--- src/rtl/calc_pkg.sv ---
// Shared types and constants for the calculator display path.
// Segment vectors use bit0=a .. bit6=g, 1 = lit.
package calc_pkg;

  localparam int unsigned N_DIGITS = 8;

  typedef logic [6:0] seg_t;

  typedef enum logic [1:0] {
    ST_OK   = 2'b00,
    ST_BUSY = 2'b01,
    ST_ERR  = 2'b10,
    ST_RSV  = 2'b11
  } status_t;

  typedef enum logic [1:0] {
    IDLE,
    BLANK,
    SHOW
  } scan_state_t;

  localparam seg_t SEG_OFF = 7'b0;

  function automatic logic [N_DIGITS-1:0] digit_onehot(input logic [2:0] idx);
    return N_DIGITS'(1) << idx;
  endfunction

endpackage

--- src/rtl/tick_gen.sv ---
// Phase timer: counts clocks elapsed in the current phase and flags the last one.
// A synchronous clear restarts the count when the scanner changes phase.
module tick_gen #(
  parameter int unsigned WIDTH = 2
) (
  input  logic             clock,
  input  logic             reset,
  input  logic             clear,
  input  logic [WIDTH-1:0] load,
  output logic             first,
  output logic             tick
);

  logic [WIDTH-1:0] cnt_q, cnt_d;

  assign tick  = (cnt_q == load);
  assign first = (cnt_q == '0);

  // Saturates at the terminal count so an idle phase cannot wrap.
  always_comb begin
    cnt_d = cnt_q;
    if (clear) begin
      cnt_d = '0;
    end else if (!tick) begin
      cnt_d = cnt_q + 1'b1;
    end
  end

  always_ff @(posedge clock or posedge reset) begin
    if (reset) begin
      cnt_q <= '0;
    end else begin
      cnt_q <= cnt_d;
    end
  end

endmodule

--- src/rtl/disp_scan_mux.sv ---
// Time-multiplexes eight 7-segment digits onto one segment bus with dead time between
// digits, per-frame input snapshots, and whole-display blinking on calculator error.
module disp_scan_mux
  import calc_pkg::*;
#(
  parameter int unsigned CLK_DIV      = 100000,
  parameter int unsigned BLANK_CYCLES = 2,
  parameter int unsigned BLINK_LOG2   = 5,
  parameter int unsigned ACTIVE_LOW   = 1
) (
  input  logic       clock,
  input  logic       reset,
  input  logic       enable,
  input  logic [6:0] displays [N_DIGITS-1:0],
  input  logic [1:0] status,
  output logic [7:0] an,
  output logic [6:0] seg,
  output logic       dp,
  output logic       frame_start
);

  localparam int unsigned CNT_MAX = ((CLK_DIV > BLANK_CYCLES) ? CLK_DIV : BLANK_CYCLES) - 1;
  localparam int unsigned CNT_W   = $clog2(CNT_MAX + 1);
  localparam logic        INV     = (ACTIVE_LOW != 0);

  scan_state_t             state_q, state_d;
  logic [2:0]              idx_q, idx_d;
  logic [BLINK_LOG2:0]     frame_cnt_q;
  seg_t                    shadow_q [N_DIGITS];
  status_t                 shadow_st_q;

  logic                    tick, first, clear, snap, blink;
  logic [CNT_W-1:0]        load;
  logic [N_DIGITS-1:0]     an_d;
  seg_t                    seg_d;
  logic                    dp_d;

  assign load  = (state_q == SHOW) ? CNT_W'(CLK_DIV - 1) : CNT_W'(BLANK_CYCLES - 1);
  assign clear = (state_d != state_q);
  // Snapshot only on the opening clock of digit 0's blank phase.
  assign snap  = enable && (state_q == BLANK) && (idx_q == 3'd0) && first;
  assign blink = (shadow_st_q == ST_ERR) && frame_cnt_q[BLINK_LOG2];

  tick_gen #(
    .WIDTH(CNT_W)
  ) u_tick_gen (
    .clock(clock),
    .reset(reset),
    .clear(clear),
    .load (load),
    .first(first),
    .tick (tick)
  );

  always_ff @(posedge clock or posedge reset) begin
    if (reset) begin
      state_q <= BLANK;
      idx_q   <= 3'd0;
    end else begin
      state_q <= state_d;
      idx_q   <= idx_d;
    end
  end

  always_comb begin
    state_d = state_q;
    idx_d   = idx_q;
    if (!enable) begin
      state_d = IDLE;
    end else begin
      case (state_q)
        IDLE: begin
          state_d = BLANK;
          idx_d   = 3'd0;
        end
        BLANK: if (tick) state_d = SHOW;
        SHOW: begin
          if (tick) begin
            state_d = BLANK;
            idx_d   = idx_q + 3'd1;
          end
        end
        default: state_d = IDLE;
      endcase
    end
  end

  always_comb begin
    an_d  = '0;
    seg_d = SEG_OFF;
    dp_d  = 1'b0;
    if (enable && (state_q == SHOW)) begin
      an_d  = blink ? '0 : digit_onehot(idx_q);
      seg_d = shadow_q[idx_q];
      dp_d  = (idx_q == 3'd0) && (shadow_st_q == ST_BUSY);
    end
  end

  always_ff @(posedge clock or posedge reset) begin
    if (reset) begin
      for (int i = 0; i < N_DIGITS; i++) shadow_q[i] <= SEG_OFF;
      shadow_st_q <= ST_OK;
      frame_cnt_q <= '0;
    end else if (snap) begin
      for (int i = 0; i < N_DIGITS; i++) shadow_q[i] <= displays[i];
      shadow_st_q <= status_t'(status);
      frame_cnt_q <= frame_cnt_q + 1'b1;
    end
  end

  always_ff @(posedge clock or posedge reset) begin
    if (reset) begin
      an          <= {8{INV}};
      seg         <= {7{INV}};
      dp          <= INV;
      frame_start <= 1'b0;
    end else begin
      an          <= an_d ^ {8{INV}};
      seg         <= seg_d ^ {7{INV}};
      dp          <= dp_d ^ INV;
      frame_start <= snap;
    end
  end

endmodule
--- config.mk ---
export PLATFORM = sky130hd
export DESIGN_NAME = disp_scan_mux
export DESIGN_NICKNAME = d
export VERILOG_FILES = /design/src/rtl/calc_pkg.sv /design/src/rtl/tick_gen.sv /design/src/rtl/disp_scan_mux.sv
export SDC_FILE = /design/constraint.sdc
export NUM_CORES = 1
export LEC_CHECK = 0
export ABC_AREA = 0
export BUFFER_PORTS_ARGS = -buffer_cell sky130_fd_sc_hd__buf_2
export CAP_MARGIN = 10
export CORE_ASPECT_RATIO = 0.6
export CORE_UTILIZATION = 55
export CTS_CLUSTER_SIZE = 8
export DETAILED_ROUTE_END_ITERATION = 16
export HOLD_SLACK_MARGIN = 0.08
export PLACE_DENSITY = 0.78
export SYNTH_ARGS = -nofsm -noshare
export SYNTH_HDL_FRONTEND = slang
export SYNTH_SLANG_ARGS = --single-unit
--- constraint.sdc ---
create_clock -name clock -period 6.1 [get_ports clock]
set_input_delay 0.305 -clock clock [delete_from_list [all_inputs] [get_ports clock]]
set_output_delay 0.305 -clock clock [all_outputs]
set_load 0.03 [all_outputs]
==> out/qor.json <==
{
  "worst_slew_margin_rel": {"value": 30.00, "unit": "%"},
  "worstHoldPathType": {"value": "input port to flip-flop"},
  "yosys_warnings": {"value": 0},
  "antennaDiodeCount": {"value": 0},
  "clk_transition_reported_paths": {"value": 0.07, "unit": "ns"},
  "postSynth.asyncResetShare": {"value": 100.0, "unit": "%"},
  "final-max-slew-violation-count": {"value": 0},
  "fp.dieW": {"value": 122.2, "unit": "um"},
  "worst_clock_skew": {"value": 0.006589, "unit": "ns"},
  "seq_power_share": {"value": 46.2, "unit": "%"},
  "finish.net_count": {"value": 519},
  "arrival": {"value": 3.29, "unit": "ns"},
  "route.final.wire_length": {"value": 10.05, "unit": "mm"},
  "port-buffer-count": {"value": 77},
  "timing.final.crit_share": {"value": 50.33, "unit": "%"},
  "p_switching": {"value": 659.0, "unit": "uW"},
  "finalHoldViolCount": {"value": 0},
  "post_cts_resized": {"value": 0},
  "drt_first_iter_violations": {"value": 300},
  "synth_area_per_cell": {"value": 12.68, "unit": "sq um"},
  "tritoncts": {"value": "built"},
  "synthToLayoutAreaGrowth": {"value": 15.96, "unit": "%"},
  "die_area": {"value": 9056, "unit": "sq um"},
  "netSwitchingFraction": {"value": 28.40, "unit": "%"},
  "power.clock.fraction": {"value": 26.5, "unit": "%"},
  "start_kind": {"value": "flip-flop"},
  "power_density": {"value": 419.8, "unit": "nW/um^2"},
  "status": {"value": "complete, no violations"},
  "fraction_of_layout_cells_with_a_size_suffix_above_1": {"value": 40.97, "unit": "%"},
  "vias": {"value": 3160},
  "ctsHoldBuffers": {"value": 1},
  "worstRegToRegCells": {"value": 5},
  "cp-end-kind": {"value": "flip-flop"},
  "netlist_area": {"value": 4767, "unit": "sq um"},
  "power.leakage": {"value": 2.395, "unit": "nW"},
  "worstSkewPairLatency": {"value": 0.34, "unit": "ns"},
  "path_class": {"value": "flip-flop to flip-flop"},
  "max_clock_freq": {"value": 325.7, "unit": "MHz"},
  "grt.overflow.total": {"value": 0},
  "first_global_vias": {"value": 3221},
  "drt_wl_cell": {"value": 17.87, "unit": "um"},
  "critPathMaxFanout": {"value": 65},
  "yosys.cell_types.count": {"value": 49},
  "ctsRootBufferMaster": {"value": "clkbuf_16"},
  "post-layout-total-power": {"value": 2.321, "unit": "mW"},
  "synth.ff_latch_count": {"value": 103},
  "post_cts_setup_repair_buffer_count": {"value": 0},
  "report.final.setup_viol": {"value": 0},
  "cts_htree_levels": {"value": 3},
  "synth_edf_count": {"value": 0},
  "gp_routability_congestion": {"value": 0.9089},
  "seq_area_frac_synth": {"value": 54.51, "unit": "%"},
  "initial_core_util": {"value": 58.62, "unit": "%"},
  "postLayoutCellArea": {"value": 5528, "unit": "sq um"},
  "floorplan.die.height": {"value": 74.12, "unit": "um"},
  "worst-endpoint-required": {"value": 6.32, "unit": "ns"},
  "clock_tree_sinks": {"value": 103},
  "post_synth_inst_count": {"value": 376},
  "combPwrFrac": {"value": 27.3, "unit": "%"},
  "timing.hold.worst_path_depth": {"value": 2},
  "drcViolationCount": {"value": 0},
  "std_cell_rows": {"value": 25},
  "post-dp-hpwl": {"value": 7.006, "unit": "mm"},
  "intPower": {"value": 1.662, "unit": "mW"},
  "synthFlopType": {"value": "dfrtp_1"},
  "initial_antenna_violation_count": {"value": 1},
  "rsz0062_at_grt": {"value": "no"},
  "largest_buffer_count_on_any_clock_path": {"value": 2},
  "final_period_minus_worst_setup_slack": {"value": 3.070, "unit": "ns"},
  "cts_inserted_buffers": {"value": 9},
  "setup_tns": {"value": 0, "unit": "ns"},
  "worst_margin_slew": {"value": 1.048, "unit": "ns"},
  "post_dp_cell_area": {"value": 5192, "unit": "sq um"},
  "detail_route.vias_per_cell": {"value": 5.623},
  "pin_count": {"value": 78},
  "drv_cap": {"value": 0},
  "core-area": {"value": 8133, "unit": "sq um"},
  "largest_vdd_supply_drop": {"value": 0.0002070, "unit": "V"},
  "global_route_wire_length_before_repair": {"value": 16.60, "unit": "mm"},
  "grt_use_total": {"value": 24.78, "unit": "%"},
  "postSynthNetCount": {"value": 446},
  "drt_pass_1_iters": {"value": 4},
  "route.antenna.remaining_nets": {"value": 0},
  "grt_start_max_net_pins": {"value": 70}
}
-- state kept, by name, indices dropped and copies added (netlist names), 2 cells and up --
signal            flops
seg                   7
frame_cnt_q           6
u_tick_gen.cnt_q     17
shadow_q             56
state_q               2
idx_q                 3
an                    8
shadow_st_q           2
-- through the flow --
step                      std cells  setup slack [ns]  hold slack (ns)  util [%]
after detailed placement        545             3.090           0.3389     63.85
after CTS                       562             3.070           0.1849     67.97
after global placement          545             3.137           0.3373     63.85
after global routing            562             2.873           0.1827     67.97
after floorplan                 376             3.119           0.4218         -
final                           562             3.030           0.1892     67.97
-- cell families (layout without fill, tap and decap cells) --
family | after synthesis | count (layout) | share of synthesized area [%]
compound gates | 21 | 21 | 3.229
mux | 72 | 72 | 20.31
simple gates | 125 | 125 | 12.99
xor+xnor | 18 | 18 | 3.307
flops | 103 | 103 | 54.51
fa+ha+maj | 9 | 9 | 2.362
buf+inv | 28 | 106 | 3.280
-- synthesized netlist by cell type, types with 2 or more instances --
master	n	area [sq um]
a211oi_1	2	15.01
o21ai_0	2	10.01
and2_1	4	25.02
xor2_1	11	96.34
or3_1	3	18.77
nand3_1	11	55.05
buf_2	2	10.01
nor4_1	2	12.51
nand2_1	49	183.9
o2111ai_1	2	17.52
mux2_2	58	653.1
and4_1	3	26.28
mux4_2	14	315.3
a31oi_1	2	12.51
or4_1	2	15.01
xnor2_1	7	61.31
buf_6	5	56.30
clkbuf_1	9	33.78
o2bb2ai_1	2	17.52
nand4b_1	3	26.28
inv_1	9	33.78
dfstp_2	17	446.7
nor2_1	21	78.83
ha_1	9	112.6
nor3_1	4	20.02
dfrtp_1	86	2152
nand2b_1	2	12.51
nand4_1	8	50.05
a21oi_1	2	10.01
and3_1	5	31.28
nor2b_1	2	12.51
-- critical path: stages (launching register included) --
cell	delay, ns
dfrtp_1	0.42
or4_1	0.61
or4_4	0.61
nor3_4	0.20
buf_4	0.62
mux2_2	0.42
-- layer usage --
layer	part of all wire (%)	GRT usage, %	wire length, um	vias up
met5	0.11	0	11	-
met4	0.88	5.691	88	2
met3	7.1	7.362	715	11
met2	44	37.85	4426	108
met1	48	35.46	4803	1565
li1	-	-	-	1474
-- worst paths after layout --
check	startpoint	end	slack, ns
worst max register to register	u_tick_gen.cnt_q[14]$_DFFE_PP0P_	shadow_q[35]$_DFFE_PP0P_	3.03
worst min register to register	frame_cnt_q[5]$_DFFE_PP0P_	frame_cnt_q[5]$_DFFE_PP0P_	0.48
worst min-delay path	displays[33]	shadow_q[26]$_DFFE_PP0P_	0.19
max in group asynchronous	reset	shadow_q[15]$_DFFE_PP0P_	4.42
min in group asynchronous	reset	shadow_q[32]$_DFFE_PP0P_	0.51
worst max-delay path	u_tick_gen.cnt_q[14]$_DFFE_PP0P_	shadow_q[35]$_DFFE_PP0P_	3.03
-- area by class of cell --
| type | count | area [sq um] |
|---|---|---|
| clock inverter | 3 | 65.06 |
| multi-input combinational | 245 | 2018 |
| timing repair buffer | 80 | 410.4 |
| clock buffer | 13 | 260.3 |
| tap | 108 | 135.1 |
| fill | 596 | 2605 |
| inverter | 10 | 40.04 |
| sequential | 103 | 2599 |
-- power by group through the flow --
stage	logic, mW	clock network (mW)	registers, mW
3_3_place_gp	0.599	0	1.06
5_1_grt	0.693	0.656	1.10
4_1_cts	0.637	0.626	1.07
3_5_place_dp	0.631	0	1.08
6_report	0.634	0.616	1.07
2_1_floorplan	0.542	0	1.02
-- layout by cell type (no fill, tap or decap), types with 8 or more instances in the layout --
master      n
mux4_2     14
nor2_1     21
xor2_1     11
nand4_1     8
inv_1       8
nand2_1    49
nand3_1    11
clkbuf_16   9
ha_1        9
mux2_2     58
buf_2      77
dfrtp_1    86
dfstp_2    17
No activity file was read; power rests on OpenSTA's default activity.
